File: config.mk
export PLATFORM = sky130hd
export DESIGN_NAME = flow_stack_ctrl
export DESIGN_NICKNAME = d
export VERILOG_FILES = /design/src/rtl/flow_stack_ctrl_pkg.sv /design/src/rtl/flow_lifo.sv /design/src/rtl/flow_stack_ctrl.sv
export SDC_FILE = /design/constraint.sdc
export NUM_CORES = 1
export LEC_CHECK = 0
export ABC_AREA = 1
export CORE_MARGIN = 3
export CORE_UTILIZATION = 35
export CTS_BUF_LIST = sky130_fd_sc_hd__clkbuf_16
export DETAILED_ROUTE_END_ITERATION = 8
export PLACE_DENSITY = 0.56
export SLEW_MARGIN = 5
export SYNTH_ARGS = -nofsm -noshare
export SYNTH_HDL_FRONTEND = slang
export SYNTH_SLANG_ARGS = --single-unit
File: constraint.sdc
create_clock -name clk -period 1.87 [get_ports clk]
set_clock_uncertainty 0.1 [all_clocks]
set_input_delay 0.2805 -clock clk [delete_from_list [all_inputs] [get_ports clk]]
set_output_delay 0.2805 -clock clk [all_outputs]
set_load 0.01 [all_outputs]
File: src/rtl/flow_stack_ctrl_pkg.sv
// Shared definitions for the flow-control stack block: op encodings,
// fault codes, default PC width and the controller state type.
package flow_stack_ctrl_pkg;

    localparam int unsigned DEFAULT_WIDTH = 16;

    typedef enum logic [2:0] {
        FLOW_NONE   = 3'd0,
        FLOW_CALL   = 3'd1,
        FLOW_RET    = 3'd2,
        FLOW_PUSHEN = 3'd3,
        FLOW_POPEN  = 3'd4,
        FLOW_ALLEN  = 3'd5
    } flow_op_e;

    localparam logic [2:0] FAULT_NONE     = 3'd0;
    localparam logic [2:0] FAULT_RAS_OVF  = 3'd1;
    localparam logic [2:0] FAULT_RAS_UNF  = 3'd2;
    localparam logic [2:0] FAULT_EN_OVF   = 3'd3;
    localparam logic [2:0] FAULT_EN_UNF   = 3'd4;
    localparam logic [2:0] FAULT_ILLEGAL  = 3'd5;

    typedef enum logic [0:0] {
        StRun   = 1'b0,
        StFault = 1'b1
    } flow_state_e;

endpackage

File: src/rtl/flow_lifo.sv
// Depth-counted LIFO built as a shift register: entry 0 is the top.
// Slots at or beyond the current depth always hold zero, so pops fill
// from below with 0. With wrap_i set, a push at full drops the oldest.
module flow_lifo #(
    parameter int unsigned Width = 16,
    parameter int unsigned Depth = 4
) (
    input  logic             clk_i,
    input  logic             reset_i,
    input  logic             push_i,
    input  logic             pop_i,
    input  logic             wrap_i,
    input  logic [Width-1:0] data_i,
    output logic [Width-1:0] top_o,
    output logic             full_o,
    output logic             empty_o
);

    localparam int unsigned DepthW = $clog2(Depth + 1);
    localparam logic [DepthW-1:0] DepthMax = DepthW'(Depth);

    logic [Width-1:0]  entry_q [Depth];
    logic [Width-1:0]  entry_d [Depth];
    logic [DepthW-1:0] depth_q, depth_d;

    assign full_o  = (depth_q == DepthMax);
    assign empty_o = (depth_q == '0);
    assign top_o   = empty_o ? '0 : entry_q[0];

    // Next-state: push shifts entries down, pop shifts them up.
    always_comb begin
        entry_d = entry_q;
        depth_d = depth_q;
        if (push_i && (!full_o || wrap_i)) begin
            entry_d[0] = data_i;
            for (int unsigned i = 1; i < Depth; i++) begin
                entry_d[i] = entry_q[i-1];
            end
            if (!full_o) begin
                depth_d = depth_q + 1'b1;
            end
        end else if (pop_i && !empty_o) begin
            for (int unsigned i = 0; i + 1 < Depth; i++) begin
                entry_d[i] = entry_q[i+1];
            end
            entry_d[Depth-1] = '0;
            depth_d = depth_q - 1'b1;
        end
    end

    // Storage and depth counter, cleared on reset.
    always_ff @(posedge clk_i) begin
        if (reset_i) begin
            entry_q <= '{default: '0};
            depth_q <= '0;
        end else begin
            entry_q <= entry_d;
            depth_q <= depth_d;
        end
    end

endmodule

File: src/rtl/flow_stack_ctrl.sv
// Control-flow resource controller: return-address stack (CALL/RET) and
// 1-bit enable-mask stack (PUSHEN/POPEN/ALLEN), with a sticky fault.
// Optional build macro FLOW_STACK_WRAP_EN: overflowing pushes discard the
// oldest entry instead of faulting.
module flow_stack_ctrl
    import flow_stack_ctrl_pkg::*;
#(
    parameter int unsigned WIDTH     = DEFAULT_WIDTH,
    parameter int unsigned RAS_DEPTH = 4,
    parameter int unsigned EN_DEPTH  = 32
) (
    input  logic             clk,
    input  logic             reset,
    input  logic             op_valid,
    output logic             op_ready,
    input  logic [2:0]       op,
    input  logic [WIDTH-1:0] link_pc,
    input  logic             cond,
    output logic [WIDTH-1:0] ret_addr,
    output logic             ras_empty,
    output logic             en_top,
    output logic [5:0]       en_depth,
    output logic             halt_req,
    output logic [2:0]       fault_code
);

`ifdef FLOW_STACK_WRAP_EN
    localparam bit WrapEn = 1'b1;
`else
    localparam bit WrapEn = 1'b0;
`endif

    localparam logic [5:0] EnFull = 6'(EN_DEPTH);

    flow_state_e         state_q, state_d;
    logic [2:0]          fault_q, fault_d;
    logic [EN_DEPTH-1:0] en_q, en_d;
    logic [5:0]          en_depth_q, en_depth_d;
    logic                ras_push, ras_pop, ras_full;

    flow_lifo #(
        .Width (WIDTH),
        .Depth (RAS_DEPTH)
    ) u_ras (
        .clk_i   (clk),
        .reset_i (reset),
        .push_i  (ras_push),
        .pop_i   (ras_pop),
        .wrap_i  (WrapEn),
        .data_i  (link_pc),
        .top_o   (ret_addr),
        .full_o  (ras_full),
        .empty_o (ras_empty)
    );

    assign op_ready   = (state_q == StRun);
    assign halt_req   = (state_q == StFault);
    assign fault_code = fault_q;
    assign en_top     = en_q[0];
    assign en_depth   = en_depth_q;

    // Decode the accepted op; a faulting op leaves both stacks untouched.
    always_comb begin
        state_d    = state_q;
        fault_d    = fault_q;
        en_d       = en_q;
        en_depth_d = en_depth_q;
        ras_push   = 1'b0;
        ras_pop    = 1'b0;
        if (op_valid && op_ready) begin
            case (op)
                FLOW_NONE: ;
                FLOW_CALL: begin
                    if (!ras_full || WrapEn) begin
                        ras_push = 1'b1;
                    end else begin
                        state_d = StFault;
                        fault_d = FAULT_RAS_OVF;
                    end
                end
                FLOW_RET: begin
                    if (!ras_empty) begin
                        ras_pop = 1'b1;
                    end else begin
                        state_d = StFault;
                        fault_d = FAULT_RAS_UNF;
                    end
                end
                FLOW_PUSHEN: begin
                    if (en_depth_q != EnFull || WrapEn) begin
                        en_d = {en_q[EN_DEPTH-2:0], cond & en_q[0]};
                        if (en_depth_q != EnFull) begin
                            en_depth_d = en_depth_q + 6'd1;
                        end
                    end else begin
                        state_d = StFault;
                        fault_d = FAULT_EN_OVF;
                    end
                end
                FLOW_POPEN: begin
                    if (en_depth_q != 6'd1) begin
                        en_d       = {1'b0, en_q[EN_DEPTH-1:1]};
                        en_depth_d = en_depth_q - 6'd1;
                    end else begin
                        state_d = StFault;
                        fault_d = FAULT_EN_UNF;
                    end
                end
                FLOW_ALLEN: en_d[0] = 1'b1;
                default: begin
                    state_d = StFault;
                    fault_d = FAULT_ILLEGAL;
                end
            endcase
        end
    end

    // State, fault and enable-stack registers; reset wins over any op.
    always_ff @(posedge clk) begin
        if (reset) begin
            state_q    <= StRun;
            fault_q    <= FAULT_NONE;
            en_q       <= EN_DEPTH'(1);
            en_depth_q <= 6'd1;
        end else begin
            state_q    <= state_d;
            fault_q    <= fault_d;
            en_q       <= en_d;
            en_depth_q <= en_depth_d;
        end
    end

endmodule

==> impl_metrics.json, run 1 <==
{
  "via_count": 4924,
  "synth-edff-count": 0,
  "place_ws_ns": -0.225,
  "max_stage_delay_ns": 0.53,
  "synth_fp_nets": 825,
  "post-synth-top-count-cell": "nand2_1",
  "die_h_um": 130,
  "fill_cells": 1533,
  "worstSetupPathType": "reg2out",
  "rows": 44,
  "grt_overflow_total": 0,
  "fin_util": 0.455,
  "path_clk_slew_ns": 0.07,
  "synth-seq-area-share": 0.407,
  "max_slew_margin": 0.787,
  "nets": 908,
  "maxCapViolCount": 0,
  "crit_required_ns": 1.49,
  "h-tree-depth": 3,
  "crit_fanout": 7,
  "syn2layout_area_growth_pct": 25.2,
  "grt.total_usage": 0.151,
  "setup_viol": 0,
  "cp_slowest_cell": "clkdlybuf4s50_1",
  "yosysWarnings": 0,
  "wirelength_um": 12400,
  "cp-start-kind": "flop",
  "path_cells": "buf_6, clkdlybuf4s50_1",
  "drtAntennaViolNets": 0,
  "finalSetupTns_ns": 0,
  "wl_per_cell_um": 11.6,
  "finalCriticalPeriod_ns": 1.81,
  "clk_path_buf_depth": 2,
  "register_area_mm2": 0.00219,
  "fin_ws_ns": 0.0614,
  "worstPathArrival_ns": 1.43,
  "die-area_mm2": 0.0168,
  "netlist_top_cells_area": "dfxtp_1 (41%), nand2_1 (16%), o21ai_0 (8.1%), nor2_1 (7.0%), inv_1 (6.5%)",
  "numPortBuffers": 51,
  "ys_ff_latch": 109,
  "drc": 0,
  "synth_ff_type": "dfxtp_1",
  "first_global_vias": 4411,
  "min_period_over_period": 0.967,
  "vdd.ir_drop.worst_v": 0.000426,
  "io_pins": 52,
  "stdcell_area_mm2": 0.00671,
  "critPathCaptureType": "output port",
  "async_flop_share": 0,
  "hold_class": "reg2reg",
  "ys_types": 29,
  "root_buffer": "clkbuf_16",
  "syn_area_mm2": 0.00536,
  "yosysTopAreaCell": "dfxtp_1",
  "total_power_mw": 4.83,
  "synthCells": 797,
  "drt_pass1_iterations": 4,
  "avgSynthCellArea_um2": 6.73,
  "cts_buffers": 9,
  "leakagePower_nw": 2.97,
  "maxSlewViolCount": 0,
  "num_antenna_cells": 0,
  "netlist.area_leader.share": 0.407,
  "fmax_ghz": 0.553,
  "drive_above_1_share": 0.150,
  "fin_cells": 1069,
  "synthTopCellsByCount": "nand2_1 (233), dfxtp_1 (109), nor2_1 (100)",
  "tightest_slew_ns": 0.319,
  "cts_tree": "done",
  "clock_latency_ns": 0.36,
  "initial_core_util": 0.364,
  "cellPowerDensity_mw_per_mm2": 719,
  "drt_iter0_markers": 385,
  "gp_congestion": 0.780,
  "vias_per_cell": 4.61,
  "core-area_mm2": 0.0148,
  "antenna_found_initial": 0,
  "status": "completed",
  "grt_max_degree": 59,
  "cts.sinks": 109,
  "place_area_mm2": 0.00644,
  "whs_ns": 0.361,
  "multiInputGateArea_mm2": 0.00257,
  "die_x_um": 130,
  "hold_buffers": 0,
  "grt_pass1_wl_um": 20900,
  "hpwl_um": 8530,
  "hold_viol": 0,
  "dpl.cell_count": 1051
}
==> cell families (layout without fill, tap and decap cells) <==
kind of cell	Yosys count	in the layout	share of synthesized area
flops	109	109	0.407
fa+ha+maj	5	5	0.0117
simple gates	356	356	0.261
xor+xnor	8	8	0.0131
compound gates	173	173	0.183
buf+inv	146	234	0.124
==> registers in the layout (all words and copies together), names as in the netlist <==
register and cells:
en_depth 6, fault_code 3, en_q 32, u_ras.entry_q 64, u_ras.depth_q 3, halt_req 1
==> area by class of cell <==
cell class,instances,share of cell area
Tap cell,184,0.0343
Clock buffer,9,0.0335
Timing Repair Buffer,118,0.160
Multi-Input combinational cell,542,0.383
Sequential cell,109,0.326
Inverter,100,0.0567
Clock inverter,7,0.00727
==> metal layers <==
layer  track usage  wire length [µm]  vias up
li1              -                 -     2664
met1         0.203              6370     2198
met2         0.246              5520       51
met3        0.0372               398       11
met4        0.0385               131        0
met5             0                 0        -
==> power by group <==
group | switching (mW) | internal [mW] | total, mW
clock network | 0.898 | 0.913 | 1.81
logic | 0.323 | 0.273 | 0.596
registers | 0.0373 | 2.38 | 2.42
total | 1.26 | 3.57 | 4.83
==> worst paths after layout <==
path	from	end	slack [ns]	depth (start not counted)
setup reg to reg	en_depth[0]$_SDFFE_PP1P_	en_depth[4]$_SDFFE_PP0P_	0.15	11
hold reg to reg	u_ras.entry_q[0]$_SDFFE_PP0P_	u_ras.entry_q[0]$_SDFFE_PP0P_	0.36	2
hold / removal	u_ras.entry_q[0]$_SDFFE_PP0P_	u_ras.entry_q[0]$_SDFFE_PP0P_	0.36	2
setup / recovery	en_depth[3]$_SDFFE_PP0P_	en_depth[3]	0.06	2
==> cells in the final DEF, fill, tap and decap left out, drive strengths merged, types with 32 or more instances in the layout <==
cell type	synthesis	routed
clkdlybuf4s50	0	32
o21ai	98	98
buf	30	77
inv	98	103
nor2	103	103
o211ai	32	32
a21oi	43	43
dfxtp	109	109
nand2	235	235
==> critical path, delay by kind of cell (launching register included) <==
kind                   cells  cell delay, ns
DFF                        1            0.39
buffers and inverters      2            0.69
==> repair_timing <==
item,in CTS,in global routing
endpoints found under the setup margin,17,42
pin swaps,1,3
gates resized for setup,52,28
buffers inserted,2,0
Power figures use the tool's default switching activity.
==> run 2, diff against run 1 <==
--- a/config.mk
+++ b/config.mk
@@ -9,6 +9,7 @@
 export CORE_MARGIN = 3
 export CORE_UTILIZATION = 35
 export CTS_BUF_LIST = sky130_fd_sc_hd__clkbuf_16
+export CTS_CLUSTER_SIZE = 8
 export DETAILED_ROUTE_END_ITERATION = 8
 export PLACE_DENSITY = 0.56
 export SLEW_MARGIN = 5
==> results of run 2 <==
Same layout as run 1: the final DEF is identical, and so are final timing and power.
==> run 3, diff against run 2 <==
--- a/config.mk
+++ b/config.mk
@@ -11,7 +11,7 @@
 export CTS_BUF_LIST = sky130_fd_sc_hd__clkbuf_16
 export CTS_CLUSTER_SIZE = 8
 export DETAILED_ROUTE_END_ITERATION = 8
-export PLACE_DENSITY = 0.56
+export PLACE_DENSITY = 0.54
 export SLEW_MARGIN = 5
 export SYNTH_ARGS = -nofsm -noshare
 export SYNTH_HDL_FRONTEND = slang
==> constraint.sdc (replaced) <==
create_clock -name clk -period 1.8 [get_ports clk]
set_clock_uncertainty 0.1 [all_clocks]
set_input_delay 0.27 -clock clk [delete_from_list [all_inputs] [get_ports clk]]
set_output_delay 0.27 -clock clk [all_outputs]
set_load 0.01 [all_outputs]
==> run 3 against run 2 <==
Effect of this change:
- utilization grew 0.81 points
- wire length increased by 6.8%
- via count up 2.1%
- critical path depth up 5
- largest cell class unchanged
- largest power group unchanged
==> impl_metrics.json, run 3 (synthesis results as in run 1) <==
{
  "clockPowerShare": 0.370,
  "grt.total_usage": 0.156,
  "die_h_um": 130,
  "rsz0062_at_grt": "yes",
  "maxSlewViolCount": 0,
  "cp-start-kind": "flop",
  "drive_above_1_share": 0.164,
  "syn2layout_area_growth_pct": 27.4,
  "antenna_found_initial": 0,
  "layout_commonest_cell": "nand2_1",
  "finalSetupTns_ns": 0,
  "p_int_mw": 3.72,
  "hold_viol": 0,
  "status": "completed",
  "io_pins": 52,
  "crit_fanout": 5,
  "via_count": 5029,
  "hpwl_um": 8530,
  "leakagePower_nw": 2.99,
  "drt_pass1_iterations": 7,
  "final_cell_mix": "nand2_1 (230), dfxtp_1 (103), inv_1 (90), nor2_1 (84), o21ai_0 (75)",
  "num_antenna_cells": 0,
  "clock_latency_ns": 0.35,
  "cts.sinks": 109,
  "die-area_mm2": 0.0168,
  "rows": 44,
  "max_stage_delay_ns": 0.35,
  "vias_per_cell": 4.74,
  "critPathTopFamily": "buffers and inverters",
  "wl_per_cell_um": 12.5,
  "drt_iter0_markers": 281,
  "initial_core_util": 0.364,
  "numPortBuffers": 51,
  "place_area_mm2": 0.00636,
  "hold_buffers": 0,
  "path_clk_slew_ns": 0.08,
  "grt_max_degree": 41,
  "tightest_slew_ns": 0.323,
  "cts_buffers": 9,
  "min_period_over_period": 0.963,
  "critPathCaptureType": "output port",
  "cp_slowest_cell": "dfxtp_2",
  "stdcell_area_mm2": 0.00683,
  "power.switching_mw": 1.33,
  "grt_pass1_wl_um": 21400,
  "top_register": "u_ras.entry_q",
  "nets": 900,
  "core-area_mm2": 0.0148,
  "crit_required_ns": 1.43,
  "worstPathArrival_ns": 1.36,
  "h-tree-depth": 3,
  "drtAntennaViolNets": 0,
  "swShare": 0.263,
  "first_global_vias": 4630,
  "clk_path_buf_depth": 2,
  "maxCapViolCount": 0,
  "worstSetupPathType": "reg2out",
  "path_cells": "nor2_4, nand2_2, clkinv_4, buf_8, buf_6, nor2_1, buf_2",
  "finalCriticalPeriod_ns": 1.73,
  "grt_overflow_total": 0,
  "max_slew_margin": 0.784,
  "cp.buffers_inverters": 4,
  "power_frac_comb": 0.131,
  "vdd.ir_drop.worst_v": 0.000636,
  "largest_reg_flops": 64,
  "pwr-share-seq": 0.498,
  "wirelength_um": 13300,
  "cts_tree": "done",
  "die_x_um": 130,
  "hold_class": "reg2reg",
  "drc": 0,
  "gp_congestion": 0.770,
  "cellPowerDensity_mw_per_mm2": 739,
  "setup_viol": 0,
  "fmax_ghz": 0.577,
  "root_buffer": "clkbuf_16"
}
==> run 3: cell count changes in the layout (fill, tap and decap cells not counted), sizes merged <==
cell	change
buf	-5
clkbuf	-2
clkdlybuf4s50	-3
clkinv	+4
dlygate4sd2	+1
dlymetal6s2s	+1
inv	-4
==> run 3: area by class of cell <==
| class | count | area [µm²] |
|---|---|---|
| flip-flops and latches | 109 | 2190 |
| well taps | 184 | 230 |
| fillers | 1520 | 7920 |
| multi-input cells | 542 | 2640 |
| repair buffers | 110 | 1110 |
| inverters | 100 | 383 |
| clock buffers | 9 | 225 |
| clock inverters | 7 | 51.3 |
==> run 3: final timing paths <==
path,startpoint,endpoint,slack (ns),cells after the start
worst max-delay path,u_ras.depth_q[1]$_SDFFE_PP0P_,ret_addr[3],0.07,7
worst max register to register,u_ras.depth_q[0]$_SDFFE_PP0P_,u_ras.entry_q[4]$_SDFFE_PP0P_,0.12,10
worst min register to register,u_ras.entry_q[54]$_SDFFE_PP0P_,u_ras.entry_q[54]$_SDFFE_PP0P_,0.36,2
worst min-delay path,u_ras.entry_q[54]$_SDFFE_PP0P_,u_ras.entry_q[54]$_SDFFE_PP0P_,0.36,2
==> run 3: power groups by stage <==
stage / Combinational, mW / Sequential (mW) / Clock, mW
4_1_cts: 0.617 / 2.52 / 1.95
3_3_place_gp: 0.583 / 2.57 / 0
5_1_grt: 0.735 / 2.53 / 2.05
2_1_floorplan: 0.332 / 2.57 / 0
3_5_place_dp: 0.590 / 2.57 / 0
6_report: 0.664 / 2.52 / 1.87
==> run 3: stage by stage <==
step,instances,worst slack [ns],util,hold slack (ns),power (mW)
after CTS,1057,-0.0964,0.450,0.366,5.08
final,1061,0.0658,0.463,0.364,5.05
after floorplan,797,0.0132,-,0.336,2.90
after global placement,1038,-0.261,0.431,0.347,3.15
after detailed placement,1038,-0.291,0.431,0.354,3.16
after global routing,1061,-0.0260,0.463,0.388,5.31
==> run 3: what timing repair did <==
item,in CTS,in global routing
setup endpoints to repair,20,86
pin swaps,0,6
resized for setup,72,59
endpoints found under the hold margin,0,0
buffers inserted,2,0
cloned,1,4
==> run 3: worst reg2reg max path, cell delays in order (launching register included) <==
cell	delay (ns)
dfxtp_2	0.33
nor2_4	0.11
nand2_2	0.08
buf_4	0.14
buf_4	0.13
nand2_1	0.07
nand2_2	0.10
nand2_8	0.14
clkbuf_16	0.21
nand2_1	0.06
a21oi_1	0.15
==> run 3: layer usage <==
| metal | part of all wire | global-route usage | vias up | wire length, µm |
|---|---|---|---|---|
| li1 | - | - | 2651 | - |
| met1 | 0.47 | 0.200 | 2302 | 6230 |
| met2 | 0.49 | 0.268 | 68 | 6460 |
| met3 | 0.035 | 0.0377 | 8 | 465 |
| met4 | 0.0087 | 0.0342 | 0 | 116 |
| met5 | 0 | 0 | - | 0 |
